===== src/rtl/aes_round_controller_if.sv =====
// Stream, key-store and round-datapath signals around the AES round controller.
// slave: the controller itself; master: the surrounding system and datapath.
interface aes_round_controller_if;
  logic         in_valid;
  logic         in_ready;
  logic [127:0] data_in;
  logic         out_valid;
  logic         out_ready;
  logic [127:0] data_out;
  logic [3:0]   round_num;
  logic [127:0] round_key;
  logic [127:0] dp_state_out;
  logic [127:0] dp_state_in;
  logic         last_round;
  logic         busy;

  modport master (
    output in_valid, data_in, out_ready, round_key, dp_state_in,
    input  in_ready, out_valid, data_out, round_num, dp_state_out, last_round, busy
  );

  modport slave (
    input  in_valid, data_in, out_ready, round_key, dp_state_in,
    output in_ready, out_valid, data_out, round_num, dp_state_out, last_round, busy
  );
endinterface


===== src/rtl/aes_round_controller.sv =====
// Iterative AES encryption sequencer: owns the state register and round counter and
// steps one shared round datapath through NUM_ROUNDS rounds, one round per clock.
//
//   state | meaning
//   IDLE  | ready for a block; initial AddRoundKey applied on acceptance
//   ROUND | one datapath round per cycle, rounds 1..NUM_ROUNDS
//   DONE  | ciphertext presented on data_out until out_ready
module aes_round_controller #(
  parameter int unsigned NUM_ROUNDS = 10
) (
  input logic                   clk_i,
  input logic                   n_rst_i,
  aes_round_controller_if.slave bus
);

  typedef enum logic [1:0] {
    IDLE  = 2'd0,
    ROUND = 2'd1,
    DONE  = 2'd2
  } state_e;

  localparam logic [3:0] LAST_CNT = 4'(NUM_ROUNDS);

  state_e       state_q;
  logic [127:0] state_reg_q;
  logic [127:0] data_out_q;
  logic [3:0]   round_cnt_q;
  logic [3:0]   round_num_q;
  logic         in_ready_q;
  logic         out_valid_q;
  logic         busy_q;
  logic         last_round_q;

  logic [3:0]   round_cnt_d;
  logic         last_round_d;

  // The counter is 0 in IDLE, so the same increment serves both entry into ROUND
  // and advancing within it.
  always_comb begin
    round_cnt_d  = round_cnt_q + 4'd1;
    last_round_d = (round_cnt_d == LAST_CNT);
  end

  always_ff @(posedge clk_i) begin
    if (!n_rst_i) begin
      state_q      <= IDLE;
      state_reg_q  <= '0;
      data_out_q   <= '0;
      round_cnt_q  <= '0;
      round_num_q  <= '0;
      in_ready_q   <= 1'b1;
      out_valid_q  <= 1'b0;
      busy_q       <= 1'b0;
      last_round_q <= 1'b0;
    end else begin
      case (state_q)
        IDLE: begin
          if (bus.in_valid) begin
            state_reg_q  <= bus.data_in ^ bus.round_key;
            round_cnt_q  <= round_cnt_d;
            round_num_q  <= round_cnt_d;
            last_round_q <= last_round_d;
            in_ready_q   <= 1'b0;
            busy_q       <= 1'b1;
            state_q      <= ROUND;
          end
        end

        ROUND: begin
          state_reg_q <= bus.dp_state_in;
          if (last_round_q) begin
            data_out_q   <= bus.dp_state_in;
            out_valid_q  <= 1'b1;
            round_num_q  <= '0;
            last_round_q <= 1'b0;
            state_q      <= DONE;
          end else begin
            round_cnt_q  <= round_cnt_d;
            round_num_q  <= round_cnt_d;
            last_round_q <= last_round_d;
          end
        end

        DONE: begin
          if (bus.out_ready) begin
            round_cnt_q <= '0;
            out_valid_q <= 1'b0;
            busy_q      <= 1'b0;
            in_ready_q  <= 1'b1;
            state_q     <= IDLE;
          end
        end

        default: begin
          state_q <= IDLE;
        end
      endcase
    end
  end

  assign bus.in_ready     = in_ready_q;
  assign bus.out_valid    = out_valid_q;
  assign bus.data_out     = data_out_q;
  assign bus.round_num    = round_num_q;
  assign bus.last_round   = last_round_q;
  assign bus.busy         = busy_q;
  assign bus.dp_state_out = state_reg_q;

endmodule

===== src/flat_wrapper.sv =====
// flat-port wrapper written by rule: the top's interface ports become plain ports
module aes_round_controller_flat 
#(
  parameter int unsigned NUM_ROUNDS = 10
)
  (clk_i, n_rst_i, bus_in_valid, bus_data_in, bus_out_ready, bus_round_key, bus_dp_state_in, bus_in_ready, bus_out_valid, bus_data_out, bus_round_num, bus_dp_state_out, bus_last_round, bus_busy);
  aes_round_controller_if bus_i ();
  input logic clk_i;
  input logic n_rst_i;
  input wire logic [$bits(bus_i.in_valid)-1:0] bus_in_valid;
  input wire logic [$bits(bus_i.data_in)-1:0] bus_data_in;
  input wire logic [$bits(bus_i.out_ready)-1:0] bus_out_ready;
  input wire logic [$bits(bus_i.round_key)-1:0] bus_round_key;
  input wire logic [$bits(bus_i.dp_state_in)-1:0] bus_dp_state_in;
  output wire logic [$bits(bus_i.in_ready)-1:0] bus_in_ready;
  output wire logic [$bits(bus_i.out_valid)-1:0] bus_out_valid;
  output wire logic [$bits(bus_i.data_out)-1:0] bus_data_out;
  output wire logic [$bits(bus_i.round_num)-1:0] bus_round_num;
  output wire logic [$bits(bus_i.dp_state_out)-1:0] bus_dp_state_out;
  output wire logic [$bits(bus_i.last_round)-1:0] bus_last_round;
  output wire logic [$bits(bus_i.busy)-1:0] bus_busy;
  assign bus_i.in_valid = bus_in_valid;
  assign bus_i.data_in = bus_data_in;
  assign bus_i.out_ready = bus_out_ready;
  assign bus_i.round_key = bus_round_key;
  assign bus_i.dp_state_in = bus_dp_state_in;
  assign bus_in_ready = bus_i.in_ready;
  assign bus_out_valid = bus_i.out_valid;
  assign bus_data_out = bus_i.data_out;
  assign bus_round_num = bus_i.round_num;
  assign bus_dp_state_out = bus_i.dp_state_out;
  assign bus_last_round = bus_i.last_round;
  assign bus_busy = bus_i.busy;
  aes_round_controller #(.NUM_ROUNDS(NUM_ROUNDS)) u_core (.clk_i(clk_i), .n_rst_i(n_rst_i), .bus(bus_i));
endmodule

===== config.mk =====
export PLATFORM = sky130hd
export DESIGN_NAME = aes_round_controller_flat
export DESIGN_NICKNAME = d
export VERILOG_FILES = /design/src/rtl/aes_round_controller_if.sv /design/src/rtl/aes_round_controller.sv /design/src/flat_wrapper.sv
export SDC_FILE = /design/constraint.sdc
export NUM_CORES = 1
export LEC_CHECK = 0
export CORE_AREA = 2 2 251 253
export CTS_BUF_LIST = sky130_fd_sc_hd__clkbuf_4
export DETAILED_ROUTE_END_ITERATION = 12
export DIE_AREA = 0 0 253 255
export HOLD_SLACK_MARGIN = 0.03
export SETUP_SLACK_MARGIN = 0.15
export SLEW_MARGIN = 20
export SYNTH_ARGS = -nofsm -noshare
export SYNTH_HDL_FRONTEND = slang
export SYNTH_SLANG_ARGS = --single-unit

===== constraint.sdc =====
create_clock -name clk_i -period 2.1 [get_ports clk_i]
set_input_delay 0.63 -clock clk_i [delete_from_list [all_inputs] [get_ports clk_i]]
set_output_delay 0.63 -clock clk_i [all_outputs]
set_load 0.05 [all_outputs]

==> impl_metrics.csv, run 1 <==
group,metric,value,unit
power_and_ir_drop,power_per_cell_area,652,nW/µm²
logic_synthesis,synth_xor_area_share,9.90,%
timing,setup_viol,0,
clocking,worst_setup_hold_path_clk_slew,0.06,ns
floorplanning,row_count,92,
routing,detail_route.vias_per_cell,4.27,
clocking,cts_buf_count,81,
power_and_ir_drop,relative_contribution_of_combinational_cells_to_total_power,25.0,%
power_and_ir_drop,p_leak,8.30,nW
placement,gpl.final_weighted_congestion,0.885,
critical_path,critPathTopFamily,"flip-flops",
logic_synthesis,count_of_flip_flops_with_a_built_in_enable_after_synthesis,0,
timing,slew_violations,0,
critical_path,worst_ep_required_time,1.47,ns
logic_synthesis,synthTopCellsByCount,"sky130_fd_sc_hd__nand2_1 (363), sky130_fd_sc_hd__dfxtp_1 (270), sky130_fd_sc_hd__o21ai_0 (125)",
critical_path,timing.critical_path.to_type,"primary output",
logic_synthesis,synth-compound-area-share,23.7,%
layout,layout.core_utilization,35.1,%
logic_synthesis,yosysTopAreaCellShare,47.4,%
timing,timing_hold_violations_final,0,
logic_synthesis,postSynthCellCount,1326,
placement,dpl.cell_count,2703,
critical_path,worstPathMaxFanout,2,
clocking,clock_tree_from_tritoncts,"done",
layout,stdcell_count,2877,
floorplanning,die_area,64500,µm²
clocking,insertion_delay,0.77,ns
clocking,cts_htree_levels,3,
critical_path,endpoint,"bus_in_ready",
power_and_ir_drop,seqPwrFrac,40.0,%
critical_path,timing.reg2reg.setup_slack,0.33,ns
layout,layout.area.seq,5770,µm²
timing,fmax,520,MHz
routing,drcViolationCount,0,
logic_synthesis,synthTopCellsByArea,"sky130_fd_sc_hd__dfxtp_1 (47%), sky130_fd_sc_hd__nand2_1 (12%), sky130_fd_sc_hd__xor2_1 (8.1%), sky130_fd_sc_hd__a22oi_1 (6.9%), sky130_fd_sc_hd__o21ai_0 (5.5%)",
routing,route.detailed.wl_per_inst,17.3,µm
routing,wl,49800,µm
power_and_ir_drop,share_of_total_power_in_the_clock_network,35.0,%
timing,grt_setup_unrepaired,"true",
logic_synthesis,ys_async_sr_fraction,0,%
layout,post_route_cells_drive_above_1_share,35.0,%
critical_path,crit_chain,"buf_12",
timing,finalCritPeriodShare,91.6,%
layout,multi_input_comb_area,5520,µm²
logic_synthesis,mappedNetlistArea,11400,µm²
power_and_ir_drop,internal_power,9.80,mW
critical_path,r2r_start,"u_core.bus.last_round",
critical_path,worst_path_max_delay_cell,"sky130_fd_sc_hd__dfxtp_4",
grt,first_global_vias,12600,
timing,worst_slew_margin_relative_to_its_limit,50.0,%
clocking,root_buffer,"sky130_fd_sc_hd__clkbuf_4",
floorplanning,initial_core_util,18.4,%
power_and_ir_drop,ir_drop,351,µV
timing,timing.clock.skew,0.0526,ns
logic_synthesis,synth_most_common_cell,"sky130_fd_sc_hd__nand2_1",
logic_synthesis,dominantRegCellSynth,"sky130_fd_sc_hd__dfxtp_1",
logic_synthesis,synth_mux_area_share,0,%
logic_synthesis,synth_nets,1716,
critical_path,worstPathArrival,1.29,ns
power_and_ir_drop,total_power,14.2,mW
floorplanning,core_region_area,62200,µm²
grt,grt_overflow,0,
routing,route.vias.total,12300,
power_and_ir_drop,sw_frac_of_total,31.0,%
clocking,numClockSinks,270,
grt,antenna_violations_before_repair,2,
logic_synthesis,ys_seq_elements,270,
layout,area_growth_syn_to_layout,91.0,%
placement,hpwlAfterDp,36800,µm
floorplanning,chipHeight,255,µm
critical_path,worst_setup_path_start_kind,"flop",
routing,detail_route.iter0.violations,554,
clocking,clk_path_buf_depth,3,
logic_synthesis,synth_cell_type_count,35,
timing,layout_min_cycle_time,1.92,ns
logic_synthesis,yosysWarningCount,0,
outcome,outcome,"complete, no violations",
layout,filler_cell_count,6272,
critical_path,crit_path_start,"u_core.bus.in_ready",
timing,max_slew.worst_pin.slew,0.750,ns
routing,final_antenna_net_count,0,
logic_synthesis,post_synth_fa_ha_maj_area_fraction,0.219,%
floorplanning,top_level_ports,652,
placement,port-buffer-count,651,
routing,1st_pass_router_iterations,5,
critical_path,timing.reg2reg.worst_path_depth,6,
power_and_ir_drop,power.net_switching,4.41,mW
logic_synthesis,synth_sequential_area_ratio,47.4,%
flow_run,drv_cap,0,
timing,hold_slack,0.440,ns
grt,grt_max_degree,87,
critical_path,cp_num_buf_inv,1,
grt,grt_pass1_wl,72500,µm
floorplanning,die_x,253,µm
worst_hold_path,worst_hold_path_type,"in2reg",
critical_path,worst-path-stages,1,
grt,grt_util_all_layers,14.7,%
timing,setup_total_negative_slack,0,ns
critical_path,worstReg2RegEnd,"u_core.bus.data_out[56]",
logic_synthesis,syn-mean-instance-area,8.61,µm²
logic_synthesis,netlist.top_cell.by_area,"sky130_fd_sc_hd__dfxtp_1",
critical_path,worst_path_largest_cell_delay,0.36,ns
layout,final_net_count,2411,
critical_path,critPathKind,"reg2out",
logic_synthesis,synth_top_family_by_area,"compound AO/OA/AOI/OAI gates",
logic_synthesis,basic_gate_share_of_the_synthesized_area_counting_and_or_nand_and_nor_cells,14.2,%
==> repair_timing <==
action                                 CTS  global route
endpoints found under the hold margin    1             0
setup endpoints to repair              264           269
buffers inserted                        14            19
hold buffers                             1             0
resized for setup                      856            14
==> layout make-up <==
cell class              count  share of cell area (%)
repair buffers            714                    39.0
flip-flops and latches    270                    26.5
multi-input cells         949                    25.3
well taps                 799                    4.59
clock buffers             116                    4.00
clock inverters            18                   0.465
inverters                   5                  0.0861
diodes                      6                  0.0689
==> power groups by stage <==
stage               Sequential [mW]  Clock (mW)  Combinational [mW]
finish                         5.68        4.98                3.55
global route                   5.71        5.51                3.73
CTS                            5.68        5.23                3.56
detailed placement             5.66           0                3.20
global placement               5.65           0                3.18
floorplan                      6.47           0               0.731
==> cells by family after synthesis <==
group	count (synthesis)
fa+ha+maj	2
xor+xnor	129
simple gates	414
buf+inv	107
compound gates	404
flops	270
==> through the flow <==
step	worst slack, ns	instance area [µm²]
after CTS	-0.00956	21600
after detailed placement	-0.0248	18300
after floorplan	0.410	11400
after global routing	0.0121	21800
after global placement	0.0119	18300
final	0.177	21800
==> sequential cells by signal (all words and copies together) (netlist names) <==
signal and count:
u_core.bus.in_ready 1, u_core.bus.dp_state_out 128, u_core.bus.data_out 128, u_core.bus.last_round 1
u_core.bus.busy 1, u_core.bus.out_valid 1, u_core.round_cnt_q 4, u_core.bus.round_num 4
u_core.state_q 2
==> how the worst min path moves through the flow <==
| stage | from | endpoint | cells after the start |
|---|---|---|---|
| final | bus_dp_state_in[48] | u_core.bus.data_out[48] | 3 |
| after global routing | bus_dp_state_in[20] | u_core.bus.data_out[20] | 3 |
| after CTS | bus_dp_state_in[86] | u_core.bus.data_out[86] | 3 |
| after detailed placement | u_core.bus.dp_state_out[109] | u_core.bus.dp_state_out[109] | 2 |
| after global placement | u_core.bus.dp_state_out[107] | u_core.bus.dp_state_out[107] | 2 |
| after floorplan | u_core.round_cnt_q[3] | u_core.round_cnt_q[3] | 1 |
==> cell usage in the layout (no fill, tap or decap), types with 23 or more instances in the layout <==
| master | count |
|---|---|
| sky130_fd_sc_hd__clkdlybuf4s50_1 | 386 |
| sky130_fd_sc_hd__nand2_1 | 363 |
| sky130_fd_sc_hd__buf_8 | 258 |
| sky130_fd_sc_hd__dfxtp_2 | 253 |
| sky130_fd_sc_hd__o21ai_0 | 125 |
| sky130_fd_sc_hd__clkbuf_4 | 116 |
| sky130_fd_sc_hd__xor2_1 | 106 |
| sky130_fd_sc_hd__a22oi_1 | 105 |
| sky130_fd_sc_hd__a21boi_0 | 83 |
| sky130_fd_sc_hd__buf_4 | 47 |
| sky130_fd_sc_hd__a21boi_1 | 46 |
| sky130_fd_sc_hd__nor2_1 | 26 |
| sky130_fd_sc_hd__xnor2_1 | 23 |
==> metal layers <==
metal | vias up | GRT usage (%) | routed length, µm | share of wire (%)
li1 | 5906 | - | - | -
met2 | 540 | 25.8 | 25100 | 50
met5 | - | 0 | 0 | 0
met3 | 132 | 4.84 | 3990 | 8.0
met4 | 0 | 7.47 | 2140 | 4.3
met1 | 5719 | 15.7 | 18500 | 37
(Power assumes the default switching activity.)
==> run 2, diff against run 1 <==
- HOLD_SLACK_MARGIN: 0.03 -> 0.12
==> results of run 2 <==
The final DEF is identical to that of run 1; final timing and power are the same.
